`src/rtl/reset_request_arbiter.sv`:
```
// reset_request_arbiter: round-robin arbiter that serialises core reset requests through one reset
// generator (start pulse, wait for core reset assert/release, acknowledge, cooldown).
// Optional completed-sequence counter enabled by defining RESET_ARB_COUNTER_EN.
module reset_request_arbiter #(
   parameter int NUM_REQ        = 4,
   parameter int ASSERT_TIMEOUT = 8,
   parameter int COOLDOWN       = 4
) (
   input  logic               clk,
   input  logic               rst,
   input  logic [NUM_REQ-1:0] req_i,
   output logic [NUM_REQ-1:0] ack_o,
   output logic               start_o,
   input  logic               core_rst_i,
   output logic               busy_o,
   output logic [2:0]         grant_id_o,
   output logic               timeout_o,
   output logic [7:0]         reset_count_o
);
   localparam logic [2:0] S_IDLE         = 3'd0;
   localparam logic [2:0] S_ISSUE        = 3'd1;
   localparam logic [2:0] S_WAIT_ASSERT  = 3'd2;
   localparam logic [2:0] S_WAIT_RELEASE = 3'd3;
   localparam logic [2:0] S_ACK          = 3'd4;
   localparam logic [2:0] S_COOLDOWN     = 3'd5;
   logic [2:0] r_state;
   logic [2:0] w_next;
   logic [2:0] r_grant;
   logic [2:0] w_rr_id;
   logic       w_rr_hit;
   logic [7:0] r_cnt;
   logic       r_timeout;
   logic       w_timeout_hit;
   // r_cnt counts WAIT_ASSERT cycles; +2 turns it into edges elapsed since start_o rose
   assign w_timeout_hit = (r_cnt + 8'd2) >= 8'(ASSERT_TIMEOUT);
   // Round-robin pick: scan downwards so the requester right after the last grant wins
   always_comb begin
      w_rr_hit = 1'b0;
      w_rr_id  = r_grant;
      for (int k = NUM_REQ; k >= 1; k--) begin
         if (|(req_i & (NUM_REQ'(1) << ((int'(r_grant) + k) % NUM_REQ)))) begin
            w_rr_hit = 1'b1;
            w_rr_id  = 3'((int'(r_grant) + k) % NUM_REQ);
         end
      end
   end
   // State register
   always_ff @(posedge clk) r_state <= rst ? S_IDLE : w_next;
   // Next-state logic; illegal encodings fall back to IDLE
   always_comb begin
      w_next = S_IDLE;
      case (r_state)
         S_IDLE:         w_next = w_rr_hit ? S_ISSUE : S_IDLE;
         S_ISSUE:        w_next = S_WAIT_ASSERT;
         S_WAIT_ASSERT:  w_next = core_rst_i ? S_WAIT_RELEASE : (w_timeout_hit ? S_ACK : S_WAIT_ASSERT);
         S_WAIT_RELEASE: w_next = core_rst_i ? S_WAIT_RELEASE : S_ACK;
         S_ACK:          w_next = (COOLDOWN == 0) ? S_IDLE : S_COOLDOWN;
         S_COOLDOWN:     w_next = (r_cnt <= 8'd1) ? S_IDLE : S_COOLDOWN;
         default:        w_next = S_IDLE;
      endcase
   end
   // Moore outputs decoded from the state, so a reset can never leave a stray pulse behind
   always_comb begin
      start_o    = r_state == S_ISSUE;
      busy_o     = r_state != S_IDLE;
      ack_o      = (r_state == S_ACK) ? (NUM_REQ'(1) << r_grant) : '0;
      grant_id_o = r_grant;
      timeout_o  = r_timeout;
   end
   // Grant latch, shared timeout/cooldown counter and sticky timeout flag
   always_ff @(posedge clk) begin
      if (rst) begin
         r_grant   <= 3'(NUM_REQ - 1);
         r_cnt     <= 8'd0;
         r_timeout <= 1'b0;
      end else begin
         if (r_state == S_IDLE && w_rr_hit) r_grant <= w_rr_id;
         r_cnt <= (r_state == S_ISSUE)       ? 8'd0 :
                  (r_state == S_WAIT_ASSERT) ? r_cnt + 8'd1 :
                  (r_state == S_ACK)         ? 8'(COOLDOWN) :
                  (r_state == S_COOLDOWN)    ? r_cnt - 8'd1 : r_cnt;
         if (r_state == S_WAIT_ASSERT && !core_rst_i && w_timeout_hit) r_timeout <= 1'b1;
      end
   end
`ifdef RESET_ARB_COUNTER_EN
   logic [7:0] r_count;
   logic       w_seq_done;
   assign w_seq_done = (r_state == S_WAIT_RELEASE) && !core_rst_i;
   // Completed core reset sequences, saturating at 255
   always_ff @(posedge clk) r_count <= rst ? 8'd0 : (w_seq_done && r_count != 8'hFF) ? r_count + 8'd1 : r_count;
   assign reset_count_o = r_count;
`else
   assign reset_count_o = 8'd0;
`endif
endmodule

```
`config.mk`:
```
export PLATFORM = sky130hd
export DESIGN_NAME = reset_request_arbiter
export DESIGN_NICKNAME = d
export VERILOG_FILES = /design/src/rtl/reset_request_arbiter.sv
export SDC_FILE = /design/constraint.sdc
export NUM_CORES = 1
export LEC_CHECK = 0
export CORE_MARGIN = 2
export CORE_UTILIZATION = 59
export CTS_BUF_LIST = sky130_fd_sc_hd__clkbuf_8
export CTS_CLUSTER_SIZE = 16
export DETAILED_ROUTE_END_ITERATION = 8
export PLACE_DENSITY_LB_ADDON = 0.3
export SYNTH_ARGS = -nofsm -noshare
export SYNTH_HDL_FRONTEND = slang
export SYNTH_SLANG_ARGS = --single-unit
```
`constraint.sdc`:
```
create_clock -name clk -period 2.95 [get_ports clk]
set_clock_uncertainty 0.1 [all_clocks]
set_input_delay 0.4425 -clock clk [delete_from_list [all_inputs] [get_ports clk]]
set_output_delay 0.4425 -clock clk [all_outputs]
set_load 0.01 [all_outputs]
```
==> run_results.csv <==
group,metric,value,unit
critical_path,start_kind,"flop",
yosys,synth_simple_gate_area_share,22.62,%
timing,hold_viol_final,0,
clock_network,cts.sinks,14,
critical_path,rr_worst_depth,6,
timing,timing.final.crit_share,83.33,%
timing,relSlewSlack,59.14,%
pwr,max-vdd-ir-drop,0.5732,mV
grt,antenna_found_initial,0,
grt,track_usage,25.97,%
die,die_h,54.13,um
clock_network,numCtsBuffers,3,
yosys,synthArstFlopShare,0,%
min_path,hp-class,"flop to flop",
layout,nets,212,
critical_path,crit_path_end_kind,"output port",
critical_path,regToRegEndpoint,"r_cnt[6]",
yosys,synth_top_area_share,18.90,%
clock_network,cts.clk_slew.worst_paths,0.06,ns
timing,slew_viol_final,0,
clock_network,hold_buffers,0,
grt,grt_max_degree,25,
yosys,syn-mean-instance-area,8.014,um2
timing,rsz0062_at_grt,"no",
yosys,yosysTopAreaCell,"dfxtp_1",
pwr,seq_power_share,26.8,%
die,core-area,2432,um2
routing,drtPass1Iterations,4,
clock_network,clk_latency,0.25,ns
critical_path,arrival,1.92,ns
timing,setup_viol,0,
routing,detail_route.wirelength,3476,um
placement,dp_cells,219,
pwr,sw_frac_of_total,46.60,%
pwr,p_int,620.4,uW
routing,drc,0,
layout,fill_cells,214,
critical_path,rrSetupSlack,0.76,ns
yosys,yosys-top-cells-area,"dfxtp_1 (19%), ha_1 (9.3%), clkbuf_8 (5.6%), buf_4 (4.6%), a211oi_1 (4.1%)",
timing,period_minus_slack,2.458,ns
status,status,"completed",
routing,vias_per_cell,6.495,
yosys,synth_edf_count,0,
grt,first_global_vias,1288,
clock_network,h-tree-depth,1,
min_path,worstHoldStart,"timeout_o",
layout,drive_gt1_share,7.292,%
critical_path,cp.required,2.41,ns
layout,num_antenna_cells,0,
yosys,syn_area,1483,um2
yosys,synthDistinctLibCells,54,
layout,area_growth,6.751,%
routing,ant_nets,0,
yosys,synth-compound-area-share,31.14,%
yosys,synth_ff_type,"dfxtp_1",
die,io_pins,25,
pwr,power_switching,541.4,uW
timing,finalWorstSetupSlack,0.4917,ns
critical_path,crit_path_cell_trace,"nor3b_1, clkdlybuf4s50_1",
die,die_w,54.13,um
grt,gr-total-overflow,0,
yosys,yosysWarnings,0,
yosys,synthAdderAreaFrac,9.283,%
critical_path,regToRegStartpoint,"r_cnt[1]",
grt,grt_pass1_wl,5740,um
routing,drtIter0Drc,68,
routing,wl_per_cell,15.66,um
job,maxCapViolations,0,
clock_network,postCtsResizedCells,0,
yosys,yosysMostFrequentCell,"dfxtp_1",
yosys,muxShareOfSynthArea,0.6751,%
die,row_count,18,
clock_network,clk_path_buf_depth,2,
timing,fin_setup_tns,0,ns
timing,max_freq,406.8,MHz
clock_network,post_cts_buffers,0,
min_path,worstHoldPathCells,2,
routing,vias,1442,
pwr,cellLeakagePower,0.6391,nW
clock_network,cts_root_buf,"clkbuf_8",
critical_path,worst-path-max-fanout,18,
yosys,yosysSeqAreaShare,18.90,%
placement,place_congestion,0.9590,
die,initial_utilization,60.96,%
pwr,power_frac_comb,59.3,%
placement,dpl.hpwl,2487,um
yosys,synth_xor_area_share,2.363,%
pwr,pwr-share-clk,14.0,%
critical_path,worst_path_largest_cell_delay,0.68,ns
clock_network,tritoncts,"done",
yosys,yosys-top-cells-count,"dfxtp_1 (14), ha_1 (11), nand2_1 (11)",
critical_path,crit_slowest_cell,"dfxtp_1",
layout,final_cells,222,
yosys,synth_cells,185,
min_path,holdPathEnd,"timeout_o",
pwr,power_density,734.0,nW/um2
timing,tightest_slew,0.6075,ns
yosys,ys_ff_latch,14,
critical_path,crit_start,"r_state[0]",
die,die_area,2930,um2
yosys,synth_top_family_by_area,"compound AO/OA/AOI/OAI gates",
critical_path,path_class,"flop to output port",
placement,pre_cts_slack,0.7504,ns
layout,fin_util,65.07,%
placement,port_buffers,15,
cells in the final DEF (no fill, tap or decap), types with 3 or more instances in the layout:
| master | n |
|---|---|
| o21ai_0 | 7 |
| clkbuf_8 | 3 |
| inv_1 | 10 |
| ha_1 | 11 |
| and3_1 | 7 |
| xnor2_1 | 3 |
| o41ai_1 | 3 |
| dfxtp_1 | 14 |
| clkdlybuf4s50_1 | 15 |
| nand4_1 | 3 |
| a22o_1 | 4 |
| nand3_1 | 3 |
| a311oi_1 | 3 |
| conb_1 | 9 |
| nand2_1 | 11 |
| a31oi_1 | 6 |
| a211oi_1 | 8 |
| buf_4 | 3 |
| a21oi_1 | 8 |
| nor3_1 | 5 |
| a22oi_1 | 6 |
| nor4_1 | 3 |
| nor2_1 | 9 |
| a221oi_1 | 4 |
layout make-up:
| class | count | area [um2] | share of cell area, % |
|---|---|---|---|
| flip-flops and latches | 14 | 280.3 | 17.71 |
| well taps | 30 | 37.54 | 2.372 |
| clock buffers | 3 | 41.29 | 2.609 |
| repair buffers | 18 | 172.7 | 10.91 |
| inverters | 10 | 37.54 | 2.372 |
| multi-input cells | 147 | 1013 | 64.03 |
flip-flops by register name, indices dropped and copies added (netlist names):
register,count
grant_id_o,2
r_cnt,8
r_state,3
timeout_o,1
how the worst max path moves through the flow:
stage | endpoint
finish | start_o
global route | start_o
CTS | start_o
detailed placement | r_state[0]
global placement | r_state[0]
floorplan | r_cnt[6]
cell families (layout without fill, tap and decap cells):
kind of cell    Yosys count  in the layout
flops                    14             14
compound gates           63             63
simple gates             59             59
xor+xnor                  4              4
fa+ha+maj                11             11
buf+inv                  32             31
other cells               1              9
mux                       1              1
per-stage QoR:
stage	area (um2)	hold slack [ns]	power, mW
5_1_grt	1583	0.4143	1.255
3_5_place_dp	1541	0.3793	0.9846
2_1_floorplan	1513	0.3783	0.8380
4_1_cts	1583	0.3934	1.151
6_report	1583	0.3826	1.162
3_3_place_gp	1541	0.3572	0.9679
worst max-delay path: cells and delay by family (launching register included):
kind	cells	cell delay (ns)
buf+inv	1	0.60
flops	1	0.68
simple gates	1	0.39
routing by layer:
metal / global-route usage [%] / up-vias / share of wire (%)
met5: 0 / - / 0
met4: 7.500 / 0 / 1.2
met3: 2.778 / 5 / 7.7
met2: 41.57 / 71 / 45
met1: 36.45 / 665 / 46
li1: - / 701 / -
power groups by stage:
stage | registers [mW] | clock network [mW] | logic [mW]
3_3_place_gp | 0.310 | 0 | 0.658
5_1_grt | 0.320 | 0.171 | 0.764
6_report | 0.311 | 0.162 | 0.689
2_1_floorplan | 0.273 | 0 | 0.565
4_1_cts | 0.309 | 0.165 | 0.677
3_5_place_dp | 0.313 | 0 | 0.671
No activity file was read; power rests on OpenSTA's default activity.
